### src/rtl/hub75_pkg.sv
// rtl/hub75_pkg.sv - shared types and constants for the HUB75 frame loader
package hub75_pkg;

    typedef enum logic [2:0] {
        ST_IDLE,
        ST_PIX_WR,
        ST_PIX_GAP,
        ST_CTRL_WR,
        ST_CTRL_GAP,
        ST_DROP
    } state_t;

    localparam int          R_LSB     = 0;
    localparam int          G_LSB     = 8;
    localparam int          B_LSB     = 16;
    localparam int          CH_W      = 8;
    localparam logic [3:0]  PIX_MASK  = 4'b0111;
    localparam logic [3:0]  CTRL_MASK = 4'b1111;

    // Control register sits just past both pixel buffers (2 buffers x 4 bytes/pixel).
    function automatic logic [31:0] ctrl_offset(input int rows, input int cols);
        return 32'(8 * rows * cols);
    endfunction

endpackage

### src/rtl/hub75_xy_counter.sv
// rtl/hub75_xy_counter.sv - raster x/y position counter with end-of-frame flag
module hub75_xy_counter #(
    parameter  int ROWS = 64,
    parameter  int COLS = 64,
    localparam int XW   = $clog2(COLS),
    localparam int YW   = $clog2(ROWS)
) (
    input  logic          clk,
    input  logic          rst_n,
    input  logic          inc,
    input  logic          clear,
    output logic [XW-1:0] x,
    output logic [YW-1:0] y,
    output logic          last
);

    logic x_end;
    logic y_end;

    assign x_end = (x == XW'(COLS - 1));
    assign y_end = (y == YW'(ROWS - 1));
    assign last  = x_end && y_end;

    always_ff @(posedge clk or negedge rst_n) begin
        if (!rst_n) begin
            x <= '0;
            y <= '0;
        end else if (clear) begin
            x <= '0;
            y <= '0;
        end else if (inc) begin
            if (x_end) begin
                x <= '0;
                y <= y_end ? '0 : y + 1'b1;
            end else begin
                x <= x + 1'b1;
            end
        end
    end

endmodule

### src/rtl/hub75_frame_loader.sv
// rtl/hub75_frame_loader.sv - streams raster pixels into the back buffer of a double-buffered HUB75 driver
module hub75_frame_loader
    import hub75_pkg::*;
#(
    parameter int          ROWS     = 64,
    parameter int          COLS     = 64,
    parameter logic [31:0] BASEADDR = 32'h81000000
) (
    input  logic        clk,
    input  logic        rst_n,
    input  logic        s_valid,
    output logic        s_ready,
    input  logic [23:0] s_data,
    input  logic        s_last,
    output logic [31:0] m_addr,
    output logic [31:0] m_wdata,
    output logic [3:0]  m_wmask,
    output logic        m_wen,
    output logic        m_ren,
    input  logic        m_ready,
    output logic        front_buffer,
    output logic        frame_done,
    output logic        err_short,
    output logic        err_long
);

    localparam int XW = $clog2(COLS);
    localparam int YW = $clog2(ROWS);

    state_t          state;
    state_t          next_state;
    logic [23:0]     pix;
    logic            pix_last;
    logic            front;
    logic            back;
    logic            xy_inc;
    logic            xy_clear;
    logic            xy_last;
    logic [XW-1:0]   x;
    logic [YW-1:0]   y;
    logic [31:0]     pix_addr;
    logic [31:0]     pix_word;

    hub75_xy_counter #(
        .ROWS (ROWS),
        .COLS (COLS)
    ) u_xy (
        .clk   (clk),
        .rst_n (rst_n),
        .inc   (xy_inc),
        .clear (xy_clear),
        .x     (x),
        .y     (y),
        .last  (xy_last)
    );

    assign back         = ~front;
    assign front_buffer = front;
    assign m_ren        = 1'b0;
    assign pix_addr     = BASEADDR + (32'({back, y, x}) << 2);
    assign pix_word     = {8'h00, pix[B_LSB +: CH_W], pix[G_LSB +: CH_W], pix[R_LSB +: CH_W]};

    always_ff @(posedge clk or negedge rst_n) begin
        if (!rst_n) begin
            state    <= ST_IDLE;
            pix      <= '0;
            pix_last <= 1'b0;
            front    <= 1'b0;
        end else begin
            state <= next_state;
            if (state == ST_IDLE && s_valid) begin
                pix      <= s_data;
                pix_last <= s_last;
            end
            if (state == ST_CTRL_GAP) begin
                front <= back;
            end
        end
    end

    // The gap states exist because the driver's ready lingers one cycle after completion.
    always_comb begin
        next_state = state;
        s_ready    = 1'b0;
        m_wen      = 1'b0;
        m_addr     = pix_addr;
        m_wdata    = pix_word;
        m_wmask    = PIX_MASK;
        xy_inc     = 1'b0;
        xy_clear   = 1'b0;
        frame_done = 1'b0;
        err_short  = 1'b0;
        err_long   = 1'b0;
        case (state)
            ST_IDLE: begin
                s_ready = 1'b1;
                if (s_valid) next_state = ST_PIX_WR;
            end
            ST_PIX_WR: begin
                m_wen = 1'b1;
                if (m_ready) next_state = ST_PIX_GAP;
            end
            ST_PIX_GAP: begin
                if (xy_last && pix_last) begin
                    next_state = ST_CTRL_WR;
                end else if (pix_last) begin
                    err_short  = 1'b1;
                    xy_clear   = 1'b1;
                    next_state = ST_IDLE;
                end else if (xy_last) begin
                    err_long   = 1'b1;
                    xy_clear   = 1'b1;
                    next_state = ST_DROP;
                end else begin
                    xy_inc     = 1'b1;
                    next_state = ST_IDLE;
                end
            end
            ST_CTRL_WR: begin
                m_wen   = 1'b1;
                m_addr  = BASEADDR + ctrl_offset(ROWS, COLS);
                m_wdata = {31'b0, back};
                m_wmask = CTRL_MASK;
                if (m_ready) next_state = ST_CTRL_GAP;
            end
            ST_CTRL_GAP: begin
                frame_done = 1'b1;
                xy_clear   = 1'b1;
                next_state = ST_IDLE;
            end
            ST_DROP: begin
                s_ready = 1'b1;
                if (s_valid && s_last) begin
                    xy_clear   = 1'b1;
                    next_state = ST_IDLE;
                end
            end
            default: next_state = ST_IDLE;
        endcase
    end

endmodule

### config.mk
export PLATFORM = sky130hd
export DESIGN_NAME = hub75_frame_loader
export DESIGN_NICKNAME = d
export VERILOG_FILES = /design/src/rtl/hub75_pkg.sv /design/src/rtl/hub75_xy_counter.sv /design/src/rtl/hub75_frame_loader.sv
export SDC_FILE = /design/constraint.sdc
export NUM_CORES = 1
export LEC_CHECK = 0
export ABC_CLOCK_PERIOD_IN_PS = 4750
export BUFFER_PORTS_ARGS = -buffer_cell sky130_fd_sc_hd__clkbuf_2
export CORE_UTILIZATION = 51
export DETAILED_ROUTE_END_ITERATION = 10
export PLACE_DENSITY = 0.93
export SLEW_MARGIN = 20
export SYNTH_ARGS = -nofsm -noshare
export SYNTH_HDL_FRONTEND = slang
export SYNTH_SLANG_ARGS = --single-unit
### constraint.sdc
create_clock -name clk -period 4.75 [get_ports clk]
set_input_delay 0.475 -clock clk [delete_from_list [all_inputs] [get_ports clk]]
set_output_delay 0.475 -clock clk [all_outputs]
set_load 0.05 [all_outputs]
* Yosys cells after proc, flatten, opt, wreduce, memory -nomap -nowiden *
Index checks and enable logic that the tools add are counted.

cells by class
  $add $sub $neg = 3
  equality and inequality tests = 11
  mux-type cells = 36
  bitwise logic cells = 1
  reduce and logical (&&, ||, !) cells = 11

operator list
  operator                number
  $mux 6                  7
  $add 32x15->32 const A  1
  $mux 32                 1
  $mux 24                 1
  $mux 3                  7
  $mux 1                  17
  $pmux 3 s5              1
  $add 6x1->6 const B     2
  $eq 6x6->1 const B      2
  $ne 2x2->1 const B      4
  $eq 3x2->1 const B      2
  $eq 3x3->1 const B      2
  $logic_and 1x1->1       4
  $mux 4                  1
  $reduce_and 4->1        1
  $reduce_bool 2->1       2
  $reduce_or 2->1         2
  $eq 3x1->1 const B      1
  $logic_not 3->1         1
  $pmux 1 s3              1
  $reduce_and 2->1        1
  $not 1->1               1

word-level totals
  flip-flop bits (word level) = 41
  bits of input ports = 29
  output and inout bits = 75
  word-level logic and storage cells = 68

* Depth between registers and ports, before layout *
Gate-level depths: netlist (run 1).

  depth in word-level cells = 8
  mapped depth = 11
  gate-level depth less buffers = 10

* Hierarchy *
Synthesis (run 1) repeated with hierarchy kept, for this count alone.

unflattened totals
  cell total of the unflattened synthesis = 241
  area total of the unflattened synthesis = 2476.1 µm²

by module, submodules not included
  module              times used  cells an instance  area an instance (µm²)  seq. area each (µm²)
  hub75_frame_loader  1           169                1789.2                  725.7
  hub75_xy_counter    1           72                 686.9                   300.3

* Least setup slack after synthesis (run 1) *
OpenSTA, ideal clock, no wires.

  path kind = flip-flop to output port
  start = reg u_xy.x[0]
  end = out err_short
  arrival time = 2.770 ns
  data required time = 4.275 ns
  setup slack = 1.505 ns
  stages on the path, launching flop included = 8
  buffers on the path = 0
  cell sequence = dfrtp_1 ha_1 and4_1 nand2_1 nor2_1 inv_1 ha_1 nor4bb_1

on the way
  word-level cells in the longest chain between the ends = 5

ends and longest elaborated chain
  what                    RTL line                   source
  start, declared         hub75_xy_counter.sv:12     output logic [XW-1:0] x,
  start signal, assigned  hub75_xy_counter.sv:36     x <= x + 1'b1;
  $eq 6x6->1              hub75_xy_counter.sv:20     assign x_end = (x == XW'(COLS - 1));
  $logic_and 1x1->1       hub75_xy_counter.sv:22     assign last = x_end && y_end;
  $logic_and 1x1->1       hub75_frame_loader.sv:104  if (xy_last && pix_last) begin
  $mux 1                  hub75_frame_loader.sv:104
  $mux 1                  hub75_frame_loader.sv:94   case (state)
  end, declared           hub75_frame_loader.sv:23   output logic err_short,

No other way between the ends.

* Final worst setup path (run 1) *
Ends and elaborated chain as after synthesis.

==> results of run 1 <==
==> layer usage <==
metal | GRT usage | wire length [µm]
met3 | 0.0570 | 296
met1 | 0.237 | 2020
met5 | 0 | 0
met4 | 0.0578 | 23
met2 | 0.325 | 2390
==> area by class of cell <==
| type | count | area [µm²] |
|---|---|---|
| Inverter | 6 | 22.5 |
| Clock buffer | 5 | 68.8 |
| Sequential cell | 41 | 1030 |
| Clock inverter | 3 | 17.5 |
| Tap cell | 52 | 65.1 |
| Timing Repair Buffer | 76 | 395 |
| Multi-Input combinational cell | 179 | 1200 |
| Fill cell | 356 | 1680 |
==> worst max path at each step <==
stage,slack (ns),cells past startpoint,endpoint,start
floorplan,1.51,7,err_short,u_xy.x[0]$_DFFE_PN0P_
global placement,2.00,9,u_xy.y[5]$_DFFE_PN0P_,u_xy.x[0]$_DFFE_PN0P_
detailed placement,1.97,9,u_xy.y[5]$_DFFE_PN0P_,u_xy.x[0]$_DFFE_PN0P_
CTS,1.68,3,m_wdata[0],state[0]$_DFFE_PN0P_
global route,1.79,8,err_short,u_xy.x[0]$_DFFE_PN0P_
finish,1.92,8,err_short,u_xy.x[0]$_DFFE_PN0P_
==> placed cells by master, fill, tap and decap left out, types with 3 or more instances in the layout <==
master	n
clkbuf_2	72
dfrtp_1	41
and2_1	33
conb_1	30
mux2_2	26
nor2_1	15
nand2_1	14
inv_1	6
xor2_1	6
ha_1	6
nor3_1	5
a21oi_1	5
clkbuf_8	5
nand3_1	4
nor3b_1	3
o21ai_0	3
nand4_1	3
==> cell usage after synthesis, types with 3 or more instances <==
cell	number	area, µm²
nand2_1	14	52.6
dfrtp_1	41	1030
ha_1	6	75.1
nand3_1	4	20.0
buf_2	6	30.0
clkbuf_1	5	18.8
buf_4	31	233
nor2_1	15	56.3
a21oi_1	5	25.0
xor2_1	6	52.6
inv_1	6	22.5
o21ai_0	3	15.0
and2_1	33	206
mux2_2	26	293
nor3_1	5	25.0
nor3b_1	3	22.5
nand4_1	3	18.8
==> through the flow <==
stage	setup slack, ns	hold WS (ns)
2_1_floorplan	1.51	0.179
3_3_place_gp	2.00	0.459
3_5_place_dp	1.97	0.482
4_1_cts	1.68	0.376
5_1_grt	1.79	0.380
6_report	1.92	0.308
==> registers in the layout (all words and copies together), names as in the netlist <==
name          flops
front_buffer      1
pix              24
pix_last          1
state             3
u_xy.x            6
u_xy.y            6
==> cell families after synthesis <==
group           synth area share
xor+xnor                  0.0216
compound gates            0.0350
other cells              0.00309
flops                      0.422
buf+inv                    0.127
fa+ha+maj                 0.0309
mux                        0.133
simple gates               0.228
==> flow_summary_export.csv, run 1 <==
group,metric,value,unit
outcome,outcome,"finished, violations left",
outcome,violations,"design-rule violations",
place,gp_congestion,0.770,
sta,fin_crit_sh,0.596,
clock_network,clockBufferDepth,2,
route,routed_via_density,5.04,
global_route,grt_max_degree,42,
synth,synthFlopType,"dfrtp_1",
finish,nets,344,
synth,ys_types,39,
finish,fin_cells,362,
sta,drv_slew,0,
worst_setup_path,start_kind,"flop",
die,start_util,0.544,
global_route,grt.total_usage,0.192,
clock_network,clk_latency,0.29,ns
sta,setup_tns,0,ns
clock_network,cts_setup_buffers,0,
die,io_pins,104,
worst_setup_path,rrSetupSlack,1.98,ns
route,drtPass1Iterations,8,
route,wirelength,4730,µm
sta,hold_violations,0,
sta,relSlewSlack,0.398,
clock_network,cts_buffers,5,
clock_network,htreeDepth,2,
synth,yosysWarnings,0,
global_route,grt_pass1_wl,7580,µm
job,drv_cap,0,
sta,rsz0062_at_grt,"false",
clock_network,clk_pin_slew,0.08,ns
finish,drive_above_1_share,0.365,
synth,synth-seq-cells,41,
finish,utilization,0.626,
worst_setup_path,r2r_cells,9,
worst_setup_path,critPathTopFamily,"simple AND/OR/NAND/NOR gates",
clock_network,cts_hold_buf,0,
worst_setup_path,path_max_fanout,5,
worst_setup_path,cp.arrival,2.36,ns
worst_setup_path,r2r-start,"u_xy.x[0]$_DFFE_PN0P_",
worst_setup_path,crit_type,"flop to primary output",
worst_setup_path,critPathMaxStageDelay,0.43,ns
sta,fin_crit,2.83,ns
worst_setup_path,worst_path_most_repeated_cell,"ha_1",
worst_setup_path,slowest_stage,"dfrtp_1",
synth,ys_seq_area_frac,0.422,
die,coreArea,4470,µm²
worst_setup_path,end_kind,"primary output",
die,dieArea,5050,µm²
clock_network,cts.sinks,41,
sta,max_freq,353,MHz
worst_setup_path,crit_chain,"ha_1 -> and4_1 -> nand2_1 -> nor2_1 -> inv_1 -> ha_1 -> nor4bb_1 -> clkbuf_2",
synth,netlist_area,2430,µm²
sta,tightest_slew,0.904,ns
global_route,overflow,0,
die,fp.dieH,71.1,µm
finish,stdcell_area,2800,µm²
synth,synth_edf_count,0,
place,dp_hpwl,3390,µm
clock_network,cts_root_buf,"clkbuf_8",
route,num_vias,1826,
synth,synth_cells,241,
finish,diodes,0,
worst_setup_path,rr_endpoint,"u_xy.y[5]$_DFFE_PN0P_",
global_route,grt_pass1_vias,1658,
place,dp.cells,353,
route,drt_iter0_markers,113,
worst_hold_path,hold_path.class,"primary input to asynchronous set/reset pin",
worst_setup_path,cp.required,4.28,ns
sta,setup_violations,0,
sta,skew,0.00769,ns
route,drc,10,
clock_network,cts_tree,"done",
route,detail-route-antenna-nets,0,
place,io_buffers,73,
synth,synth.avg_cell_area,10.1,µm²
worst_setup_path,path_buf_inv,2,
place,dpl_cell_area,2700,µm²
route,wire_per_inst,13.1,µm
global_route,grt_antenna_before_repair,0,
die,placementRows,24,
die,fp.dieW,71.1,µm
clock_network,post_cts_resized,0,
finish,syn_to_final_growth,15.1,%
synth,asyncSetResetFlopFracSynth,1.00,
Power of run 1 is left out: the tool's default activity adds up to more than one toggle a clock period on the data nets, which glitch-free logic cannot reach.
==> inputs of run 2 (changes only) <==
--- a/config.mk
+++ b/config.mk
@@ -5,11 +5,11 @@
 export SDC_FILE = /design/constraint.sdc
 export NUM_CORES = 1
 export LEC_CHECK = 0
-export ABC_CLOCK_PERIOD_IN_PS = 4750
+export ABC_CLOCK_PERIOD_IN_PS = 2700
 export BUFFER_PORTS_ARGS = -buffer_cell sky130_fd_sc_hd__clkbuf_2
-export CORE_UTILIZATION = 51
+export CORE_UTILIZATION = 48
 export DETAILED_ROUTE_END_ITERATION = 10
-export PLACE_DENSITY = 0.93
+export PLACE_DENSITY = 0.88
 export SLEW_MARGIN = 20
 export SYNTH_ARGS = -nofsm -noshare
 export SYNTH_HDL_FRONTEND = slang
==> constraint.sdc (replaced) <==
create_clock -name clk -period 2.7 [get_ports clk]
set_input_delay 0.27 -clock clk [delete_from_list [all_inputs] [get_ports clk]]
set_output_delay 0.27 -clock clk [all_outputs]
set_load 0.05 [all_outputs]
==> run 2 against run 1 <==
The run now ends clean. Flip-flop and latch count did not move. Cell count rose by 5.2%. Global-route usage fell by 0.32 points. Critical path type is now flop to flop. Routed wire length rose by 1.8%. Sequential share of layout area fell by 1.2 points. Critical path depth rose by 2. First-iteration DRC count fell by 6.2%. Non-clock buffer count rose by 5. Utilization fell by 2.1 points. Die area rose by 6.1%.
==> flow_summary_export.csv, run 2 (synthesis gave the netlist of run 1 again) <==
group,metric,value,unit
outcome,outcome,"finished clean",
clock_network,cts_root_buf,"clkbuf_8",
job,drv_cap,0,
route,met1_length,2110,µm
sta,hold_violations,0,
clock_network,htreeDepth,2,
sta,relSlewSlack,0.386,
worst_setup_path,crit_type,"flop to flop",
sta,rsz0062_at_grt,"false",
finish,largest_reg_flops,24,
place,dp_hpwl,3470,µm
clock_network,cts_tree,"done",
route,wirelength,4810,µm
worst_setup_path,cp.required,2.88,ns
route,routed.top_layer,"met4",
route,drtPass1Iterations,4,
sta,tightest_slew,0.921,ns
sta,setup_violations,0,
worst_setup_path,rrSetupSlack,0.19,ns
finish,drive_above_1_share,0.385,
place,gp_congestion,0.863,
finish,diodes,0,
finish,regMostFlops,"pix",
clock_network,clk_pin_slew,0.08,ns
die,fp.dieH,73.2,µm
route,routed_via_density,4.81,
global_route,grt_pass1_wl,7670,µm
sta,setup_tns,0,ns
finish,final_common_cell,"clkbuf_2",
worst_setup_path,r2r-start,"u_xy.x[1]$_DFFE_PN0P_",
die,io_pins,104,
clock_network,clockBufferDepth,2,
worst_setup_path,r2r_cells,10,
route,num_vias,1832,
route,drt_iter0_markers,106,
worst_setup_path,rr_endpoint,"u_xy.y[5]$_DFFE_PN0P_",
worst_setup_path,path_max_fanout,6,
clock_network,clk_latency,0.29,ns
die,placementRows,25,
finish,nets,349,
worst_setup_path,cp.arrival,2.69,ns
global_route,grt_antenna_before_repair,0,
global_route,grt.total_usage,0.188,
die,dieArea,5360,µm²
global_route,overflow,0,
place,io_buffers,73,
sta,max_freq,398,MHz
route,detail-route-antenna-nets,0,
clock_network,cts_buffers,5,
worst_setup_path,start_kind,"flop",
route,met2_length,2340,µm
route,met3_length,326,µm
die,fp.dieW,73.2,µm
sta,fin_crit_sh,0.930,
sta,fin_crit,2.51,ns
die,coreArea,4790,µm²
sta,skew,0.00571,ns
route,drc,0,
finish,largestRegisters,"pix: 24 flops, u_xy.x: 6 flops, u_xy.y: 6 flops",
die,start_util,0.508,
global_route,grt_pass1_vias,1685,
clock_network,cts_hold_buf,0,
finish,syn_to_final_growth,18.9,%
finish,final_cell_mix,"clkbuf_2, dfrtp_1, and2_1",
sta,drv_slew,0,
worst_setup_path,end_kind,"flop",
clock_network,cts.sinks,41,
global_route,grt_max_degree,42,
worst_hold_path,hold_path.class,"primary input to asynchronous set/reset pin",
route,wire_per_inst,12.6,µm
==> run 2: changes by cell type in the layout (fill, tap and decap cells not counted), sizes merged <==
cell      before  now
buf            4   10
bufinv         0    1
clkbuf        77   76
clkinv         2    1
clkinvlp       1    0
==> run 2: cell type report <==
cell class	instances	area, µm²
Inverter	6	22.5
Clock inverter	2	35.0
Sequential cell	41	1030
Tap cell	67	83.8
Timing Repair Buffer	81	425
Multi-Input combinational cell	179	1230
Fill cell	402	1890
Clock buffer	5	68.8
==> run 2: per-layer routing <==
layer / up-vias / GRT usage
met1: 864 / 0.237
met3: 4 / 0.0552
li1: 887 / -
met5: - / 0
met2: 77 / 0.311
met4: 0 / 0.0588
==> run 2: worst max path at each step <==
stage	from	end	slack, ns	cells past startpoint
3_3_place_gp	u_xy.x[1]$_DFFE_PN0P_	u_xy.y[5]$_DFFE_PN0P_	0.17	10
6_report	u_xy.x[1]$_DFFE_PN0P_	u_xy.y[5]$_DFFE_PN0P_	0.19	10
4_1_cts	u_xy.x[1]$_DFFE_PN0P_	u_xy.y[5]$_DFFE_PN0P_	0.09	10
3_5_place_dp	u_xy.x[1]$_DFFE_PN0P_	u_xy.y[5]$_DFFE_PN0P_	0.04	10
2_1_floorplan	u_xy.x[0]$_DFFE_PN0P_	err_long	0.02	7
5_1_grt	u_xy.x[1]$_DFFE_PN0P_	u_xy.y[5]$_DFFE_PN0P_	0.02	10
==> run 2: stage by stage <==
step,std cells,worst slack [ns],util,hold WS (ns),cell area (µm²)
floorplan,269,0.0187,-,-0.0256,2540
global placement,372,0.167,0.575,0.470,2750
detailed placement,372,0.0399,0.575,0.480,2750
CTS,379,0.0922,0.598,0.178,2860
global route,381,0.0238,0.604,0.182,2890
finish,381,0.189,0.604,0.117,2890
==> run 2: repair_timing <==
action / CTS / global route
endpoints found under the setup margin: 1 / 4
resized for setup: 1 / 4
pin swaps: 0 / 1
buffers inserted: 0 / 2
hold endpoints to repair: 0 / 0
==> run 2: worst max-delay path, cell delays in order (launching register included) <==
cell and delay (ns):
dfrtp_1 0.41, ha_1 0.21, and4_1 0.23, nand2_2 0.13, nor2_2 0.07, inv_1 0.08, ha_1 0.17, nor4bb_4 0.34
nand3_2 0.17, or4_1 0.50, o31ai_1 0.10
Power of run 2 is left out for the same reason.
==> inputs of run 3 (changes only) <==
--- a/config.mk
+++ b/config.mk
@@ -5,9 +5,12 @@
 export SDC_FILE = /design/constraint.sdc
 export NUM_CORES = 1
 export LEC_CHECK = 0
-export ABC_CLOCK_PERIOD_IN_PS = 2700
+export ABC_CLOCK_PERIOD_IN_PS = 2530
 export BUFFER_PORTS_ARGS = -buffer_cell sky130_fd_sc_hd__clkbuf_2
-export CORE_UTILIZATION = 48
+export CELL_PAD_IN_SITES_DETAIL_PLACEMENT = 1
+export CELL_PAD_IN_SITES_GLOBAL_PLACEMENT = 1
+export CORE_UTILIZATION = 35
+export CTS_BUF_LIST = sky130_fd_sc_hd__clkbuf_16
 export DETAILED_ROUTE_END_ITERATION = 10
 export PLACE_DENSITY = 0.88
 export SLEW_MARGIN = 20
==> constraint.sdc (replaced) <==
create_clock -name clk -period 2.53 [get_ports clk]
set_input_delay 0.253 -clock clk [delete_from_list [all_inputs] [get_ports clk]]
set_output_delay 0.253 -clock clk [all_outputs]
set_load 0.05 [all_outputs]
==> run 3 against run 2 <==
First-iteration DRC count down 21%. Hold slack got worse by 0.077 ns. Non-clock buffer count increased by 9. Highest routed layer unchanged. Clock skew rose by 0.00078 ns. Global-route usage decreased by 2.6 points. Critical endpoint is now u_xy.y[3]$_DFFE_PN0P_. Utilization down 15 points. Cell count grew 6.0%. Fmax rose by 5.0%. Die area rose by 36%.
==> flow_summary_export.csv, run 3 (synthesis gave the netlist of run 1 again) <==
group,metric,value,unit
global_route,grt_antenna_before_repair,0,
clock_network,clockBufferDepth,2,
worst_setup_path,path_max_fanout,4,
sta,fin_crit_sh,0.946,
worst_setup_path,rrSetupSlack,0.14,ns
worst_hold_path,hold_path.class,"primary input to asynchronous set/reset pin",
clock_network,cts_buffers,5,
global_route,use_met1,0.188,
sta,fin_crit,2.39,ns
sta,skew,0.00649,ns
finish,nets,358,
place,gp_congestion,0.805,
global_route,grt_pass1_vias,1950,
global_route,overflow,0,
route,wire_per_inst,13.6,µm
worst_setup_path,crit_end,"u_xy.y[3]$_DFFE_PN0P_",
sta,setup_violations,0,
finish,regMostFlops,"pix",
clock_network,cts.sinks,41,
clock_network,clk_latency,0.28,ns
outcome,outcome,"finished clean",
sta,hold_violations,0,
worst_setup_path,rr_endpoint,"u_xy.y[3]$_DFFE_PN0P_",
global_route,grt_busiest_layer,"met2",
clock_network,cts_hold_buf,0,
worst_setup_path,r2r-start,"u_xy.y[1]$_DFFE_PN0P_",
finish,stdcell_area,3060,µm²
sta,drv_slew,0,
finish,final_common_cell,"clkbuf_2",
finish,syn_to_final_growth,26.0,%
worst_setup_path,r2r_cells,9,
place,io_buffers,73,
worst_setup_path,crit_type,"flop to flop",
worst_setup_path,cp.arrival,2.57,ns
route,detail-route-antenna-nets,0,
route,drt_iter0_markers,84,
die,dieArea,7290,µm²
global_route,use_met2,0.301,
place,dp_hpwl,4050,µm
sta,max_freq,418,MHz
die,placementRows,30,
sta,hold_slack,0.0399,ns
route,routed_via_density,4.72,
worst_setup_path,end_kind,"flop",
clock_network,cts_tree,"done",
route,num_vias,1905,
place,dpl_cell_area,2830,µm²
clock_network,cts_root_buf,"clkbuf_16",
finish,final_cell_mix,"clkbuf_2, dfrtp_1, and2_1",
finish,num-fill-cells,788,
global_route,grt_pass1_wl,9300,µm
global_route,grt.total_usage,0.163,
finish,largestRegisters,"pix: 24 flops, u_xy.x: 6 flops, u_xy.y: 6 flops",
job,drv_cap,0,
place,dp_slack,-0.0310,ns
worst_setup_path,worstSetupStartpoint,"u_xy.y[1]$_DFFE_PN0P_",
sta,rsz0062_at_grt,"false",
die,io_pins,104,
route,wirelength,5480,µm
worst_setup_path,cp.required,2.71,ns
sta,tightest_slew,0.624,ns
finish,largest_reg_flops,24,
global_route,grtUsageMet3,0.0399,
route,drtPass1Iterations,4,
global_route,grt_max_degree,42,
die,fp.dieH,85.4,µm
worst_setup_path,start_kind,"flop",
die,fp.dieW,85.4,µm
finish,drive_above_1_share,0.404,
clock_network,clk_pin_slew,0.06,ns
finish,diodes,0,
sta,relSlewSlack,0.584,
sta,setup_slack,0.138,ns
die,coreArea,6760,µm²
die,start_util,0.360,
clock_network,htreeDepth,2,
route,drc,0,
run 3: worst min path at each step:
| stage | from | to | slack (ns) | cells past startpoint |
|---|---|---|---|---|
| final | rst_n | u_xy.y[0]$_DFFE_PN0P_ | 0.04 | 2 |
| after global routing | rst_n | u_xy.y[0]$_DFFE_PN0P_ | 0.10 | 2 |
| after CTS | rst_n | u_xy.y[0]$_DFFE_PN0P_ | 0.07 | 2 |
| after detailed placement | rst_n | u_xy.y[1]$_DFFE_PN0P_ | 0.36 | 2 |
| after global placement | rst_n | u_xy.y[0]$_DFFE_PN0P_ | 0.36 | 2 |
| after floorplan | rst_n | front_buffer$_DFFE_PN0P_ | -0.04 | 0 |
run 3: metal layers:
metal	vias to the layer above	part of all wire
met4	0	0.0066
met1	938	0.41
met3	5	0.049
met5	-	0
met2	54	0.53
li1	908	-
run 3: what timing repair did:
item,in CTS,in global routing
pin swaps,0,3
buffers inserted,0,3
setup endpoints to repair,3,4
resized for setup,2,1
cloned,0,0
run 3: cell type report:
cell class              instances  area [µm²]  area share
flip-flops and latches         41        1030       0.335
well taps                      80         100      0.0327
clock buffers                   5         125      0.0408
multi-input cells             179        1230       0.402
inverters                       6        22.5     0.00735
repair buffers                 90         493       0.161
clock inverters                 3        65.1      0.0212
run 3: per-stage QoR:
stage	util	TNS (ns)	std cells
2_1_floorplan	-	-0.0437	269
3_3_place_gp	0.419	0	393
3_5_place_dp	0.419	-0.0608	393
4_1_cts	0.450	0	401
5_1_grt	0.454	0	404
6_report	0.454	0	404
run 3: critical path, stage by stage (launching register included):
cell and delay, ns:
dfrtp_1 0.40, ha_1 0.20, and3_1 0.17, nand3_1 0.14, nor2_2 0.08, ha_1 0.27, nor4b_1 0.04, or3_1 0.38
or4_1 0.52, o31ai_1 0.09
Power of run 3 is left out for the same reason.
